`src/rtl/regfile_wb_arbiter_if.sv`:
```
// rtl/regfile_wb_arbiter_if.sv - write-back request, hazard-check and register-file write bundle
//
// Purpose: groups every non-clock signal of the write-back controller.
// Ports (slave = controller view):
//   alu_valid/alu_addr/alu_data -> alu_ready   ALU write-back handshake
//   mem_valid/mem_addr/mem_data -> mem_ready   load write-back handshake
//   issue_valid/issue_addr                     destination of an issuing instruction
//   chk_addr_a/chk_addr_b -> hazard_a/hazard_b read-after-write hazard lookup
//   rf_write/rf_wr_addr/rf_wr_data             register file write port
//   idle                                       nothing pending and no write in flight
`timescale 1ns/1ps
interface regfile_wb_arbiter_if #(
  parameter int DATA_W = 64,
  parameter int ADDR_W = 5
);
  logic              alu_valid;
  logic [ADDR_W-1:0] alu_addr;
  logic [DATA_W-1:0] alu_data;
  logic              alu_ready;
  logic              mem_valid;
  logic [ADDR_W-1:0] mem_addr;
  logic [DATA_W-1:0] mem_data;
  logic              mem_ready;
  logic              issue_valid;
  logic [ADDR_W-1:0] issue_addr;
  logic [ADDR_W-1:0] chk_addr_a;
  logic [ADDR_W-1:0] chk_addr_b;
  logic              hazard_a;
  logic              hazard_b;
  logic              rf_write;
  logic [ADDR_W-1:0] rf_wr_addr;
  logic [DATA_W-1:0] rf_wr_data;
  logic              idle;

  modport slave (
    input  alu_valid, alu_addr, alu_data,
    input  mem_valid, mem_addr, mem_data,
    input  issue_valid, issue_addr, chk_addr_a, chk_addr_b,
    output alu_ready, mem_ready, hazard_a, hazard_b,
    output rf_write, rf_wr_addr, rf_wr_data, idle
  );

  modport master (
    output alu_valid, alu_addr, alu_data,
    output mem_valid, mem_addr, mem_data,
    output issue_valid, issue_addr, chk_addr_a, chk_addr_b,
    input  alu_ready, mem_ready, hazard_a, hazard_b,
    input  rf_write, rf_wr_addr, rf_wr_data, idle
  );
endinterface

```
`src/rtl/regfile_wb_arbiter.sv`:
```
// rtl/regfile_wb_arbiter.sv - round-robin write-back arbiter with pending-write scoreboard
//
// Purpose: shares the register file's single write port between the ALU and
// the load unit and tracks which registers still have a write outstanding.
// Ports:
//   clk      rising-edge clock
//   reset_n  asynchronous active-low reset
//   bus      regfile_wb_arbiter_if.slave (requests, hazard checks, RF write port)
`timescale 1ns/1ps
module regfile_wb_arbiter #(
  parameter int DATA_W = 64,
  parameter int ADDR_W = 5
) (
  input  logic                 clk,
  input  logic                 reset_n,
  regfile_wb_arbiter_if.slave  bus
);
  localparam int NREG = 1 << ADDR_W;

  typedef enum logic {
    LAST_ALU = 1'b0,
    LAST_MEM = 1'b1
  } last_t;

  last_t             last;
  logic [NREG-1:0]   pending;
  logic              rf_write_q;
  logic [ADDR_W-1:0] rf_wr_addr_q;
  logic [DATA_W-1:0] rf_wr_data_q;

  logic              grant_alu;
  logic              grant_mem;
  logic [NREG-1:0]   set_mask;
  logic [NREG-1:0]   clr_mask;

  // A lone requester always wins; on a conflict the loser of the previous
  // grant goes first, which gives strict alternation under continuous load.
  always_comb begin
    grant_alu = bus.alu_valid & (~bus.mem_valid | (last == LAST_MEM));
    grant_mem = bus.mem_valid & (~bus.alu_valid | (last == LAST_ALU));
  end

  // The write in flight retires its register at the edge that commits it;
  // a new issue to that register in the same cycle must survive the clear.
  always_comb begin
    set_mask = '0;
    clr_mask = '0;
    if (bus.issue_valid) set_mask[bus.issue_addr] = 1'b1;
    if (rf_write_q)      clr_mask[rf_wr_addr_q]   = 1'b1;
  end

  always_ff @(posedge clk or negedge reset_n) begin
    if (!reset_n) begin
      last         <= LAST_MEM;
      pending      <= '0;
      rf_write_q   <= 1'b0;
      rf_wr_addr_q <= '0;
      rf_wr_data_q <= '0;
    end else begin
      pending <= (pending & ~clr_mask) | set_mask;
      if (grant_alu) begin
        last         <= LAST_ALU;
        rf_write_q   <= 1'b1;
        rf_wr_addr_q <= bus.alu_addr;
        rf_wr_data_q <= bus.alu_data;
      end else if (grant_mem) begin
        last         <= LAST_MEM;
        rf_write_q   <= 1'b1;
        rf_wr_addr_q <= bus.mem_addr;
        rf_wr_data_q <= bus.mem_data;
      end else begin
        rf_write_q   <= 1'b0;
      end
    end
  end

  assign bus.alu_ready  = grant_alu;
  assign bus.mem_ready  = grant_mem;
  // No bypass: the hazard covers the cycle in which the write is still on the port.
  assign bus.hazard_a   = pending[bus.chk_addr_a];
  assign bus.hazard_b   = pending[bus.chk_addr_b];
  assign bus.rf_write   = rf_write_q;
  assign bus.rf_wr_addr = rf_wr_addr_q;
  assign bus.rf_wr_data = rf_wr_data_q;
  assign bus.idle       = ~(|pending) & ~rf_write_q;
endmodule
```
`src/flat_wrapper.sv`:
```
// flat-port wrapper written by rule: the top's interface ports become plain ports
module regfile_wb_arbiter_flat 
#(
  parameter int DATA_W = 64,
  parameter int ADDR_W = 5
)
  (clk, reset_n, bus_alu_valid, bus_alu_addr, bus_alu_data, bus_mem_valid, bus_mem_addr, bus_mem_data, bus_issue_valid, bus_issue_addr, bus_chk_addr_a, bus_chk_addr_b, bus_alu_ready, bus_mem_ready, bus_hazard_a, bus_hazard_b, bus_rf_write, bus_rf_wr_addr, bus_rf_wr_data, bus_idle);
  regfile_wb_arbiter_if #(.DATA_W(DATA_W), .ADDR_W(ADDR_W)) bus_i ();
  input  logic clk;
  input  logic reset_n;
  input wire logic [$bits(bus_i.alu_valid)-1:0] bus_alu_valid;
  input wire logic [$bits(bus_i.alu_addr)-1:0] bus_alu_addr;
  input wire logic [$bits(bus_i.alu_data)-1:0] bus_alu_data;
  input wire logic [$bits(bus_i.mem_valid)-1:0] bus_mem_valid;
  input wire logic [$bits(bus_i.mem_addr)-1:0] bus_mem_addr;
  input wire logic [$bits(bus_i.mem_data)-1:0] bus_mem_data;
  input wire logic [$bits(bus_i.issue_valid)-1:0] bus_issue_valid;
  input wire logic [$bits(bus_i.issue_addr)-1:0] bus_issue_addr;
  input wire logic [$bits(bus_i.chk_addr_a)-1:0] bus_chk_addr_a;
  input wire logic [$bits(bus_i.chk_addr_b)-1:0] bus_chk_addr_b;
  output wire logic [$bits(bus_i.alu_ready)-1:0] bus_alu_ready;
  output wire logic [$bits(bus_i.mem_ready)-1:0] bus_mem_ready;
  output wire logic [$bits(bus_i.hazard_a)-1:0] bus_hazard_a;
  output wire logic [$bits(bus_i.hazard_b)-1:0] bus_hazard_b;
  output wire logic [$bits(bus_i.rf_write)-1:0] bus_rf_write;
  output wire logic [$bits(bus_i.rf_wr_addr)-1:0] bus_rf_wr_addr;
  output wire logic [$bits(bus_i.rf_wr_data)-1:0] bus_rf_wr_data;
  output wire logic [$bits(bus_i.idle)-1:0] bus_idle;
  assign bus_i.alu_valid = bus_alu_valid;
  assign bus_i.alu_addr = bus_alu_addr;
  assign bus_i.alu_data = bus_alu_data;
  assign bus_i.mem_valid = bus_mem_valid;
  assign bus_i.mem_addr = bus_mem_addr;
  assign bus_i.mem_data = bus_mem_data;
  assign bus_i.issue_valid = bus_issue_valid;
  assign bus_i.issue_addr = bus_issue_addr;
  assign bus_i.chk_addr_a = bus_chk_addr_a;
  assign bus_i.chk_addr_b = bus_chk_addr_b;
  assign bus_alu_ready = bus_i.alu_ready;
  assign bus_mem_ready = bus_i.mem_ready;
  assign bus_hazard_a = bus_i.hazard_a;
  assign bus_hazard_b = bus_i.hazard_b;
  assign bus_rf_write = bus_i.rf_write;
  assign bus_rf_wr_addr = bus_i.rf_wr_addr;
  assign bus_rf_wr_data = bus_i.rf_wr_data;
  assign bus_idle = bus_i.idle;
  regfile_wb_arbiter #(.DATA_W(DATA_W), .ADDR_W(ADDR_W)) u_core (.clk(clk), .reset_n(reset_n), .bus(bus_i));
endmodule
```
`config.mk`:
```
export PLATFORM = sky130hd
export DESIGN_NAME = regfile_wb_arbiter_flat
export DESIGN_NICKNAME = d
export VERILOG_FILES = /design/src/rtl/regfile_wb_arbiter_if.sv /design/src/rtl/regfile_wb_arbiter.sv /design/src/flat_wrapper.sv
export SDC_FILE = /design/constraint.sdc
export NUM_CORES = 1
export LEC_CHECK = 0
export ABC_AREA = 1
export ABC_CLOCK_PERIOD_IN_PS = 1380
export BUFFER_PORTS_ARGS = -buffer_cell sky130_fd_sc_hd__buf_2
export CORE_MARGIN = 10
export CORE_UTILIZATION = 45
export CTS_BUF_LIST = sky130_fd_sc_hd__clkbuf_2
export DETAILED_ROUTE_END_ITERATION = 12
export PLACE_DENSITY = 0.76
export SETUP_SLACK_MARGIN = 0.1
export SKIP_LAST_GASP = 1
export SYNTH_ARGS = -nofsm -noshare
export SYNTH_HDL_FRONTEND = slang
export SYNTH_SLANG_ARGS = --single-unit
```
`constraint.sdc`:
```
create_clock -name clk -period 1.38 [get_ports clk]
set_input_delay 0.276 -clock clk [delete_from_list [all_inputs] [get_ports clk]]
set_output_delay 0.276 -clock clk [all_outputs]
set_load 0.02 [all_outputs]
```
==> out/results.ini, run 1 <==
[run_status]
status=did not finish
stop_stage=global routing (5_1_grt)
tool.error=[ERROR DPL-0038] Utilization greater than 100%, impossible to legalize

[clocking]
clk_path_buf_depth=2
root_buffer=clkbuf_2
cts.htree.levels=3
cts_sinks=103
cts_buffers=9

[floorplanning]
rows=39
die_w_um=130
initial_core_util=0.467
die_h_um=130
boundaryPins=233

[timing]
worstEndpointType=output port
crit_endpoint=bus_idle

[yosys]
syn_avg_cell_area_um2=7.89
synth_cell_type_count=23
yosys.area.top_type=dfrtp_1
yosys.area.top_type_share=0.472
ys_warn_count=0
synth_nets=843
syn-cell-area_um2=5400
ys_seq_elements=103
yosysSeqAreaShare=0.477
syn_inst=685
netlist_top_cells_area=dfrtp_1 (47%), o21ai_0 (12%), nand2_1 (11%)

[grt]
grt_max_degree=40

[placed_design]
gp_congestion=0.925
port_buffers=232
dp_hpwl_mm=15.5
placed_area_um2=6910

==> repair_timing <==
| action | in CTS |
|---|---|
| cloned | 22 |
| hold endpoints to repair | 171 |
| hold buffers | 137 |
| buffers inserted | 47 |
| setup endpoints to repair | 163 |
| pin swaps | 35 |
| gates resized for setup | 350 |
==> synthesized netlist by cell type, drive strengths merged <==
cell    number
clkbuf      10
nor3         3
dfstp        1
nor2        80
dfrtp      102
buf         27
inv         24
nor3b        1
o22ai        5
o21ai      194
nand3       72
o31ai        2
nand4        2
nand2      159
nor4         3
==> logic make-up after synthesis <==
kind of cell / synth area share
compound gates: 0.213
flops: 0.477
buf+inv: 0.0653
simple gates: 0.244
==> through the flow <==
stage	instances	util	setup WS, ns	setup TNS [ns]	hold WS, ns
2_1_floorplan	685	-	0.0571	0	-0.0196
3_3_place_gp	1058	0.597	-0.141	-0.383	0.208
3_5_place_dp	1058	0.597	-0.175	-0.465	0.209
4_1_cts	1280	0.899	-0.716	-24.11	0.00802
==> run 2: changes to the inputs <==
--- a/config.mk
+++ b/config.mk
@@ -6,14 +6,12 @@
 export NUM_CORES = 1
 export LEC_CHECK = 0
 export ABC_AREA = 1
-export ABC_CLOCK_PERIOD_IN_PS = 1380
+export ABC_CLOCK_PERIOD_IN_PS = 1800
 export BUFFER_PORTS_ARGS = -buffer_cell sky130_fd_sc_hd__buf_2
 export CORE_MARGIN = 10
-export CORE_UTILIZATION = 45
-export CTS_BUF_LIST = sky130_fd_sc_hd__clkbuf_2
+export CORE_UTILIZATION = 40
 export DETAILED_ROUTE_END_ITERATION = 12
-export PLACE_DENSITY = 0.76
-export SETUP_SLACK_MARGIN = 0.1
+export PLACE_DENSITY_LB_ADDON = 0.15
 export SKIP_LAST_GASP = 1
 export SYNTH_ARGS = -nofsm -noshare
 export SYNTH_HDL_FRONTEND = slang
==> constraint.sdc (replaced) <==
create_clock -name clk -period 1.8 [get_ports clk]
set_input_delay 0.36 -clock clk [delete_from_list [all_inputs] [get_ports clk]]
set_output_delay 0.36 -clock clk [all_outputs]
set_load 0.02 [all_outputs]
==> run 2 against run 1 <==
Net effect: the flow now finishes, with violations (setup timing); synthesized cell count unchanged; area after synthesis did not move.
==> out/results.ini, run 2 <==
[routing]
antenna_left=0
drt_iter0_markers=449
wl_per_cell_um=18.0
vias_per_cell=5.23
route.detailed.drc=0
num_vias=5685
totalWireLength_mm=19.6
first_pass_iters=5

[pwr]
power_leakage_nw=3.48
peakVddDrop_mv=0.427
p_per_area_nw_per_um2=1190

[clocking]
root_buffer=clkbuf_16
cts_buffers=9
cts_tree=yes
insertion_delay_ns=0.35
clk_path_buf_depth=2
cts_sinks=103
cts.htree.levels=3
clk_pin_slew_ns=0.07

[floorplanning]
die_w_um=136
initial_core_util=0.408
die_area_um2=18600
rows=42
boundaryPins=233
coreArea_um2=13200
die_h_um=136

[yosys]
yosys.area.top_type_share=0.472
netlist_top_cells_area=dfrtp_1 (47%), o21ai_0 (12%), nand2_1 (11%)
synth_cell_type_count=23
synth_nets=843
ys_seq_elements=103
async_reset_ff_frac=1.00
syn_avg_cell_area_um2=7.89
yosysMostFrequentCell=nand2_1
yosysSeqAreaShare=0.477
synth-edff-count=0
ys_warn_count=0
synthTopCellsByCount=nand2_1 (158), o21ai_0 (133), dfrtp_1 (102), nor2_1 (80), nand3_1 (72)
yosys.area.top_type=dfrtp_1
synth_ff_type=dfrtp_1
syn_inst=685
syn-cell-area_um2=5400

[worst_setup_path]
crit_path_end_kind=output pin
startpoint=u_core.pending[31]
worst_setup_path_start_kind=register
path_class=reg -> out
critical_path.max_fanout=4
r2r_start=u_core.last
worstPathArrival_ns=1.57
required_ns=1.44

[timing]
fin_worst_skew_ns=0.00560
final.min_clock_period_ns=1.93
tightestPinTransition_ns=0.563
fin_ws_ns=-0.134
rsz0062_at_grt=true
final.period_utilization=1.07
holdWs_ns=0.0614
setup_viol=3
timing.fmax_mhz=517
max_slew_margin=0.624
drv_slew=0
hold_viol_final=0

[run_status]
violations=setup timing
status=finished, violations left

[grt]
grt_use_total=0.206
grt_pass1_vias=5773
grt_pass1_wl_mm=30.6
overflow=0
grt_max_degree=104
grt_antenna_before_repair=0

[placed_design]
port_buffers=232
dp_hpwl_mm=14.4
place_inst=1070
gp_congestion=0.923

[min_path]
hold_path_class=in -> async

[final_layout]
syn_to_final_growth_pct=32.9
largest_reg_flops=64
final_common_cell=buf_2
final_cell_mix=buf_2 (228), nand2_1 (155), o21ai_0 (133), dfrtp_1 (93), nor2_1 (79)
final_cells=1087
drive_above_1_share=0.356
fin_nets=1064
nFillCells=1351
antenna_cells=0

[run]
timing.max_cap.violations=0

## run 2: cell counts after synthesis
No cell type changed its count.
## run 2: worst max-delay path, cell delays in order (launching register included)
cell and delay [ns]:
dfrtp_2 0.46, nor3_2 0.18, nor3b_2 0.18, nand4_1 0.11, nor2_2 0.15, buf_6 0.14
## run 2: worst paths after layout
kind,endpoint,slack (ns),cells past startpoint
max reg2reg,u_core.bus.rf_wr_data[62],0.30,4
min,u_core.bus.rf_wr_data[21],0.06,2
min in group clk,u_core.bus.rf_wr_data[58],0.27,3
max,bus_idle,-0.13,5
max in group asynchronous,u_core.pending[21],1.29,2
min reg2reg,u_core.bus.rf_wr_data[29],0.48,2
## run 2: power by group
| group | switching [W] | total, W | internal, W |
|---|---|---|---|
| Combinational | 0.00151 | 0.00248 | 0.000969 |
| Sequential | 0.000762 | 0.00372 | 0.00295 |
| Clock | 0.000890 | 0.00233 | 0.00144 |
| Total | 0.00316 | 0.00852 | 0.00536 |
## run 2: final cells by class
class	instances	area, um^2	share of cell area
Sequential cell	103	2590	0.361
Tap cell	176	220	0.0307
Inverter	24	92.6	0.0129
Clock buffer	11	253	0.0352
Timing Repair Buffer	247	1400	0.194
Multi-Input combinational cell	521	2530	0.352
Clock inverter	5	104	0.0145
## run 2: per-stage QoR
stage | TNS (ns) | cell area (um^2) | setup slack (ns) | power [W] | util
after floorplan | 0 | 5400 | 0.197 | 0.00496 | -
after global placement | 0 | 6720 | 0.107 | 0.00604 | 0.507
after detailed placement | 0 | 6720 | 0.100 | 0.00607 | 0.507
after CTS | -0.201 | 7170 | -0.112 | 0.00852 | 0.541
after global routing | -0.401 | 7180 | -0.182 | 0.00902 | 0.542
final | -0.190 | 7180 | -0.134 | 0.00852 | 0.542
## run 2: kinds of logic after synthesis
logic type,synth area share
buffers and inverters,0.0653
and+or+nand+nor,0.244
AOI/OAI and AO/OA,0.213
DFF,0.477
## run 2: repair_timing
| action | in CTS | in global routing |
|---|---|---|
| pin swaps | 11 | 7 |
| resized for setup | 22 | 7 |
| hold buffers | 0 | 0 |
| hold endpoints to repair | 0 | 0 |
| setup buffers | 1 | 0 |
| endpoints found under the setup margin | 4 | 3 |
## run 2: metal layers
layer	vias to the layer above	routed length, um	GRT usage
li1	2749	-	-
met1	2692	7710	0.242
met2	223	9710	0.343
met3	21	1850	0.0753
met4	0	279	0.0633
met5	-	0	0
(Power assumes the default switching activity.)
